## src/rtl/instr_encoder_loader.sv

```systemverilog
// rtl/instr_encoder_loader.sv - encodes instruction descriptors into RV32I words and writes them to instruction memory
//
// Optional feature macro: ENCODER_IMM_CHECK_EN (immediate range checking per class)
//
// Ports:
//   clk, reset           clock (rising edge), asynchronous active-high reset
//   start                one-cycle pulse, arms the loader from IDLE or DONE
//   in_valid/in_ready    descriptor handshake
//   in_class ... in_last descriptor fields (class, funct3, funct7 bit 5, rd/rs1/rs2, imm, last)
//   mem_we/addr/wdata    instruction memory write port, one word per accepted descriptor
//   busy, done, err      status: RUN/FLUSH, DONE, sticky invalid-descriptor flag
//   count                words written since start
module instr_encoder_loader #(
    parameter int ADDR_W    = 8,
    parameter int BASE_ADDR = 0
) (
    input  logic              clk,
    input  logic              reset,
    input  logic              start,
    input  logic              in_valid,
    output logic              in_ready,
    input  logic [3:0]        in_class,
    input  logic [2:0]        in_funct3,
    input  logic              in_funct7b5,
    input  logic [4:0]        in_rd,
    input  logic [4:0]        in_rs1,
    input  logic [4:0]        in_rs2,
    input  logic [31:0]       in_imm,
    input  logic              in_last,
    output logic              mem_we,
    output logic [ADDR_W-1:0] mem_addr,
    output logic [31:0]       mem_wdata,
    output logic              busy,
    output logic              done,
    output logic              err,
    output logic [ADDR_W:0]   count
);

    localparam logic [ADDR_W-1:0] BASE = ADDR_W'(BASE_ADDR);
    localparam logic [ADDR_W-1:0] TOP  = {ADDR_W{1'b1}};

    typedef enum logic [1:0] {S_IDLE, S_RUN, S_FLUSH, S_DONE} state_t;

    state_t              state_q, state_d;
    logic [ADDR_W-1:0]   addr_q, addr_d;
    logic [ADDR_W:0]     count_q, count_d;
    logic                err_q, err_d;
    logic                we_q, we_d;
    logic [ADDR_W-1:0]   waddr_q, waddr_d;
    logic [31:0]         wdata_q, wdata_d;

    logic [31:0]         enc_word;
    logic                class_ok;
    logic                imm_ok;
    logic                desc_ok;

    // Combinational encoder: descriptor fields -> RV32I instruction word.
    always_comb begin
        enc_word = 32'h0;
        class_ok = 1'b1;
        case (in_class)
            4'd0: enc_word = {in_imm[11:0], in_rs1, 3'b010, in_rd, 7'b0000011};
            4'd1: enc_word = {in_imm[11:5], in_rs2, in_rs1, 3'b010, in_imm[4:0], 7'b0100011};
            4'd2: enc_word = {1'b0, in_funct7b5, 5'b0, in_rs2, in_rs1, in_funct3, in_rd, 7'b0110011};
            4'd3: enc_word = {in_imm[12], in_imm[10:5], in_rs2, in_rs1, in_funct3,
                              in_imm[4:1], in_imm[11], 7'b1100011};
            4'd4: begin
                // Shift-immediates carry funct7 in the upper bits and a 5-bit shamt.
                if (in_funct3 == 3'b001 || in_funct3 == 3'b101)
                    enc_word = {1'b0, in_funct7b5, 5'b0, in_imm[4:0], in_rs1, in_funct3, in_rd, 7'b0010011};
                else
                    enc_word = {in_imm[11:0], in_rs1, in_funct3, in_rd, 7'b0010011};
            end
            4'd5: enc_word = {in_imm[20], in_imm[10:1], in_imm[11], in_imm[19:12], in_rd, 7'b1101111};
            4'd6: enc_word = {in_imm[31:12], in_rd, 7'b0110111};
            4'd7: enc_word = {in_imm[31:12], in_rd, 7'b0010111};
            4'd8: enc_word = {in_imm[11:0], in_rs1, 3'b000, in_rd, 7'b1100111};
            default: class_ok = 1'b0;
        endcase
    end

`ifdef ENCODER_IMM_CHECK_EN
    // An immediate fits in N bits when all bits from N-1 upward are identical.
    logic fit12, fit13, fit21;
    assign fit12 = (&in_imm[31:11]) | ~(|in_imm[31:11]);
    assign fit13 = (&in_imm[31:12]) | ~(|in_imm[31:12]);
    assign fit21 = (&in_imm[31:20]) | ~(|in_imm[31:20]);

    always_comb begin
        imm_ok = 1'b1;
        case (in_class)
            4'd0, 4'd1, 4'd4, 4'd8: imm_ok = fit12;
            4'd3:                   imm_ok = fit13 & ~in_imm[0];
            4'd5:                   imm_ok = fit21 & ~in_imm[0];
            4'd6, 4'd7:             imm_ok = ~(|in_imm[11:0]);
            default:                imm_ok = 1'b1;
        endcase
    end
`else
    assign imm_ok = 1'b1;
`endif

    assign desc_ok = class_ok & imm_ok;

    always_ff @(posedge clk or posedge reset) begin
        if (reset) begin
            state_q <= S_IDLE;
            addr_q  <= BASE;
            count_q <= '0;
            err_q   <= 1'b0;
            we_q    <= 1'b0;
            waddr_q <= '0;
            wdata_q <= 32'h0;
        end else begin
            state_q <= state_d;
            addr_q  <= addr_d;
            count_q <= count_d;
            err_q   <= err_d;
            we_q    <= we_d;
            waddr_q <= waddr_d;
            wdata_q <= wdata_d;
        end
    end

    always_comb begin
        state_d = state_q;
        addr_d  = addr_q;
        count_d = count_q;
        err_d   = err_q;
        we_d    = 1'b0;
        waddr_d = waddr_q;
        wdata_d = wdata_q;
        case (state_q)
            S_IDLE, S_DONE: begin
                if (start) begin
                    state_d = S_RUN;
                    addr_d  = BASE;
                    count_d = '0;
                    err_d   = 1'b0;
                end
            end
            S_RUN: begin
                if (in_valid) begin
                    if (desc_ok) begin
                        we_d    = 1'b1;
                        waddr_d = addr_q;
                        wdata_d = enc_word;
                        addr_d  = addr_q + 1'b1;
                        count_d = count_q + 1'b1;
                    end else begin
                        err_d   = 1'b1;
                    end
                    // Writing the top address ends the program; there is no wrap.
                    if (in_last || (desc_ok && addr_q == TOP))
                        state_d = S_FLUSH;
                end
            end
            S_FLUSH: state_d = S_DONE;
            default: state_d = S_IDLE;
        endcase
    end

    assign in_ready  = (state_q == S_RUN);
    assign busy      = (state_q == S_RUN) || (state_q == S_FLUSH);
    assign done      = (state_q == S_DONE);
    assign err       = err_q;
    assign count     = count_q;
    assign mem_we    = we_q;
    assign mem_addr  = waddr_q;
    assign mem_wdata = wdata_q;

endmodule

```

## config.mk

```make
export PLATFORM = sky130hd
export DESIGN_NAME = instr_encoder_loader
export DESIGN_NICKNAME = d
export VERILOG_FILES = /design/src/rtl/instr_encoder_loader.sv
export SDC_FILE = /design/constraint.sdc
export NUM_CORES = 1
export LEC_CHECK = 0
export ABC_CLOCK_PERIOD_IN_PS = 2100
export CELL_PAD_IN_SITES_DETAIL_PLACEMENT = 1
export CELL_PAD_IN_SITES_GLOBAL_PLACEMENT = 2
export CORE_UTILIZATION = 24
export DETAILED_ROUTE_END_ITERATION = 6
export MAX_ROUTING_LAYER = met4
export PLACE_DENSITY = 0.87
export SLEW_MARGIN = 20
export SYNTH_ARGS = -nofsm -noshare
export SYNTH_HDL_FRONTEND = slang
export SYNTH_SLANG_ARGS = --single-unit
export TNS_END_PERCENT = 20
```

## constraint.sdc

```tcl
create_clock -name clk -period 2.1 [get_ports clk]
set_input_delay 0.525 -clock clk [delete_from_list [all_inputs] [get_ports clk]]
set_output_delay 0.525 -clock clk [all_outputs]
set_load 0.05 [all_outputs]
```

## Word level (Yosys, flattened, before mapping)

Cells that the tools add are included.

| storage, ports and cells | value |
|---|---|
| input port bits | 60 |
| register bits after elaboration | 61 |
| output and inout port bits | 54 |

| cells by class | value |
|---|---|
| reductions and logical operators | 13 |
| equality and inequality tests | 19 |
| add/subtract/negate cells | 2 |
| mux-type cells | 22 |

Operators with widths:

| cell | count |
|---|---|
| 32-bit case mux with 9 select lines | 1 |
| 32-bit 2-to-1 mux | 1 |
| 9-bit 2-to-1 mux | 3 |
| 8-bit 2-to-1 mux | 3 |
| 9-bit case mux with 2 select lines | 1 |
| 4-bit by 3-bit equality test with 1-bit output, second input constant | 4 |
| 8-bit case mux with 2 select lines | 1 |
| 9-bit by 1-bit adder with 9-bit output, second input constant | 1 |
| 9-bit OR reduction | 1 |
| 8-bit by 1-bit adder with 8-bit output, second input constant | 1 |
| 4-bit by 2-bit equality test with 1-bit output, second input constant | 2 |
| 8-bit equality test, second input constant | 1 |
| 4-bit AND reduction | 2 |
| 1-bit 2-to-1 mux | 7 |
| 2-bit 2-to-1 mux | 3 |
| 2-bit inequality test, second input constant | 3 |
| 2-bit case mux with 3 select lines | 1 |
| 3-bit AND reduction | 2 |
| 2-bit equality test, second input constant | 2 |
| 4-bit by 1-bit equality test with 1-bit output, second input constant | 1 |
| 4-bit equality test, second input constant | 1 |
| 4-bit zero test | 1 |
| 2-bit by 1-bit inequality test with 1-bit output, second input constant | 2 |
| 3-bit by 1-bit equality test with 1-bit output, second input constant | 1 |
| 8 further kinds | 10 |

## Depth between registers and ports, before layout

| depth | value |
|---|---|
| depth after elaboration | 8 |
| gate-level depth with buffers | 8 |

## Worst setup path before layout

Ideal clock, no wire load.

| timing path | value |
|---|---|
| path type | register -> register |
| start | reg state_q[1] |
| end | reg wdata_q[30] (netlist: mem_wdata[30]) |
| required time | 1.959 ns |
| setup slack | -0.155 ns |
| buffers on the path | 2 |
| period minus slack after synthesis | 2.255 ns |
| arrival | 2.114 ns |
| cell stages (with the launch flop) | 8 |
| library setup time | 0.141 ns |
| cells stage by stage | dfrtp_1 > inv_1 > ha_1 > nand2_1 > nor2_1 > clkbuf_1 > clkbuf_1 > a31oi_1 |

| between the ends | value |
|---|---|
| cells in the longest elaborated chain, start to end | 2 |

Ends and longest elaborated chain:

| item | line | source |
|---|---|---|
| start: declaration | 44 | `state_t state_q, state_d;` |
| start signal: assignment | 115 | `state_q <= state_d;` |
| 2-bit by 1-bit equality test with 1-bit output | n/a |  |
| net in_ready | 21 | `output logic in_ready,` |
| 3-bit AND reduction (no line) | n/a |  |
| end signal: assignment | 121 | `wdata_q <= wdata_d;` |
| end: declaration | 50 | `logic [31:0] wdata_q, wdata_d;` |

The timed path passes the listed nets, and every way through them passes these cells.
A chain may end at the register's enable or synchronous reset.

## Final worst setup path

| timing path | value |
|---|---|
| start | reg state_q[0] |
| end | reg addr_q[7] |

| between the ends | value |
|---|---|
| cells in the longest elaborated chain, start to end | 4 |
| elaborated cells on any way between the ends | 10 |
| those cells by class | eq/ne: 5; mux: 1; reduce/logical: 4 |

Ends and longest elaborated chain:

| item | line | source |
|---|---|---|
| 2-bit equality test / 2-bit zero test (equally long branches) | 133 | `case (state_q)` |
| 2-bit OR reduction | 133 |  |
| 2-bit inequality test (no line) / 2-bit nonzero test (equally long branches) | n/a |  |
| 4-bit AND reduction (no line) | n/a |  |
| end signal: assignment | 116 | `addr_q <= addr_d;` |
| end: declaration | 45 | `logic [ADDR_W-1:0] addr_q, addr_d;` |

Parallel ways exist; a longest one is shown, timed or not.

==> impl_metrics.tcl <==
set metrics [dict create \
    worst_setup_path_start_kind "flop" \
    layout.filler_cells 1427 \
    cts.sinks 60 \
    synth_nets 393 \
    power.leakage_nw 2.23 \
    dp.final_hpwl_um 8010 \
    max-cap-violations 0 \
    synth-edff-count 0 \
    worst_ep_arrival_time_ps 2410 \
    cell_internal_pwr_mw 4.31 \
    number_of_placement_rows 41 \
    starting_utilization_of_the_core_area_pct 24.9 \
    n_antenna_cell 0 \
    finalMaxSlewViolations 0 \
    timing.hold.worst.class "in2async" \
    switchingPower_mw 3.37 \
    maxSlewHeadroom_pct 65.2 \
    portBuffers 113 \
    worst-endpoint-required_ps 2360 \
    pwr-share-comb_pct 53.8 \
    post_layout_nonfiller_instances 655 \
    ant_nets 0 \
    cts_root_buf "clkbuf_16" \
    die-width_um 117 \
    vias 3220 \
    clock_power_share_pct 22.7 \
    nets 543 \
    synth_flop_cell "dfrtp_1" \
    place.gp.congestion 0.771 \
    htree_num_levels 3 \
    setup_viol_count_final 10 \
    pin_count 114 \
    layout_common_cells "86 x clkdlybuf4s50_1, 63 x buf_4, 60 x dfrtp_1" \
    route.detailed.wl_per_inst_um 16.9 \
    fin_ws_ps -51.8 \
    mappedNetlistArea_um2 3180 \
    first_iter_violations 134 \
    run_status "finished with violations" \
    clock_latency_ps 330 \
    synthArstFlopShare_pct 100 \
    power_per_cell_area_nw_per_um2 1460 \
    final.setup.tns_ps -264 \
    first_pass_grt_wire_length_um 17400 \
    final_layout_size_suffix_gt1_share_pct 25.7 \
    die_height_um 117 \
    grt_max_degree 35 \
    max_clock_freq_mhz 465 \
    hold_viol_final 0 \
    postSynthRegisterBits 60 \
    failed_checks "negative setup slack" \
    dp_slack_ps -664 \
    ir_worst_vdd_mv 0.600 \
    floorplan.die_area_um2 13700 \
    stdcell_area_um2 5250 \
    clock_tree_from_tritoncts "yes" \
    postRouteWirelength_um 11100 \
    grt_util_all_layers_pct 17.2 \
    worst_setup_path_end_kind "flop" \
    clk_transition_reported_paths_ps 60 \
    synthesis.instances 328 \
    syn-mean-instance-area_um2 9.70 \
    core_area_um2 12800 \
    layout.cells.most_common "clkdlybuf4s50_1" \
    period_minus_ws_final_ps 2150 \
    areaGrowthSynthToFinish_pct 64.9 \
    grt_antenna_before_repair 0 \
    drc 0 \
    netSwitchingFraction_pct 43.9 \
    viasPerCell 4.92 \
    placement_stage_cell_area_um2 4790 \
    max_slew.worst_pin.slew_ps 521 \
    clock-skew-final_ps 5.73 \
    dp_cells 634 \
    layout.area.seq_um2 1500 \
    count_of_hold_fix_buffers_inserted_at_cts 0 \
    criticalPathCategory "reg2reg" \
    critical_path_peak_fanout 6 \
    ctsLongestPathBuffers 2 \
    period_share_pct 102 \
    synthDistinctLibCells 47 \
    rsz0062_at_grt "yes" \
    synth_sequential_area_ratio_pct 47.2 \
    grt_remaining_overflow 0 \
    power.sequential.fraction_pct 23.5 \
    yosysWarningCount 0 \
    multi_input_comb_area_um2 1610 \
    drt_first_pass_iters 4 \
    number_of_buffers_created_by_cts 9 \
    grt_pass1_vias 3382 \
    r2r_cells 6 \
]
-- synthesized netlist by cell type (5+ instances only) --
| cell type | count | area (um2) |
|---|---|---|
| mux2_2 | 14 | 158 |
| nand2_1 | 15 | 56.3 |
| a32oi_1 | 17 | 149 |
| a21oi_1 | 35 | 175 |
| a22oi_1 | 7 | 52.6 |
| o31ai_1 | 6 | 45.0 |
| nand3b_1 | 5 | 37.5 |
| nor2_1 | 26 | 97.6 |
| inv_1 | 10 | 37.5 |
| nand3_1 | 10 | 50.1 |
| ha_1 | 5 | 62.6 |
| clkbuf_1 | 17 | 63.8 |
| dfrtp_1 | 60 | 1500 |
| mux2i_1 | 5 | 50.1 |
| o21ai_0 | 16 | 80.1 |
| o21a_1 | 5 | 37.5 |
| or3_1 | 9 | 56.3 |
-- worst max-delay path: stages, from the launching register on --
cell	delay, ps
dfrtp_1	430
ha_2	260
nor2b_1	170
a2111o_1	410
buf_6	160
or4_1	530
a21oi_2	130
-- routing by layer --
metal	GRT usage (%)	share of wire, %	vias up
met4	6.92	1.6	0
li1	-	-	1537
met5	-	0	-
met3	2.99	4.0	13
met2	27.6	50	77
met1	21.4	45	1593
-- repair_timing --
action	in CTS	in global routing
setup buffers	3	1
gates resized for setup	10	16
endpoints found under the setup margin	20	18
pin swaps	14	2
gates cloned	0	1
-- stage by stage --
stage | power (mW) | util [%] | hold WS [ps]
after floorplan | 4.11 | - | 500
after global placement | 5.62 | 37.5 | 480
after detailed placement | 5.73 | 37.5 | 485
after CTS | 7.67 | 40.6 | 488
after global routing | 8.09 | 41.1 | 511
final | 7.68 | 41.1 | 484
-- power groups by stage --
stage                     registers [mW]  logic [mW]  clock network [mW]
after global routing                1.85        4.41                1.83
after floorplan                     2.98        1.13                   0
after global placement              1.80        3.82                   0
after CTS                           1.81        4.08                1.78
after detailed placement            1.81        3.91                   0
final                               1.81        4.13                1.74
-- worst paths after layout --
check                             start             to  slack, ps
min reg2reg                mem_wdata[2]   mem_wdata[2]        490
max in group asynchronous         reset  mem_wdata[24]       1150
max reg2reg                  state_q[0]      addr_q[7]        -50
min                               reset       count[6]        480
max                          state_q[0]      addr_q[7]        -50
min in group clk           mem_wdata[2]   mem_wdata[2]        490
-- flip-flops by register name, indices dropped and copies added, names as in the netlist --
signal     count
addr_q         8
count          9
err            1
mem_addr       8
mem_wdata     31
mem_we         1
state_q        2
-- layout make-up --
cell class                      instances  area share [%]
Sequential cell                        60            28.6
Tap cell                              172            4.10
Clock buffer                            9            4.29
Timing Repair Buffer                  164            29.3
Multi-Input combinational cell        233            30.6
Clock inverter                          7            2.36
Inverter                               10           0.715
-- logic make-up after synthesis --
kind of cell               Yosys count  share of synthesized area (%)
buffers and inverters               35                           4.56
AOI/OAI and AO/OA                  112                           23.5
adders and majority gates            5                           1.97
and+or+nand+nor                     97                           16.3
muxes                               19                           6.53
DFF                                 60                           47.2
No activity file was read; power rests on OpenSTA's default activity.
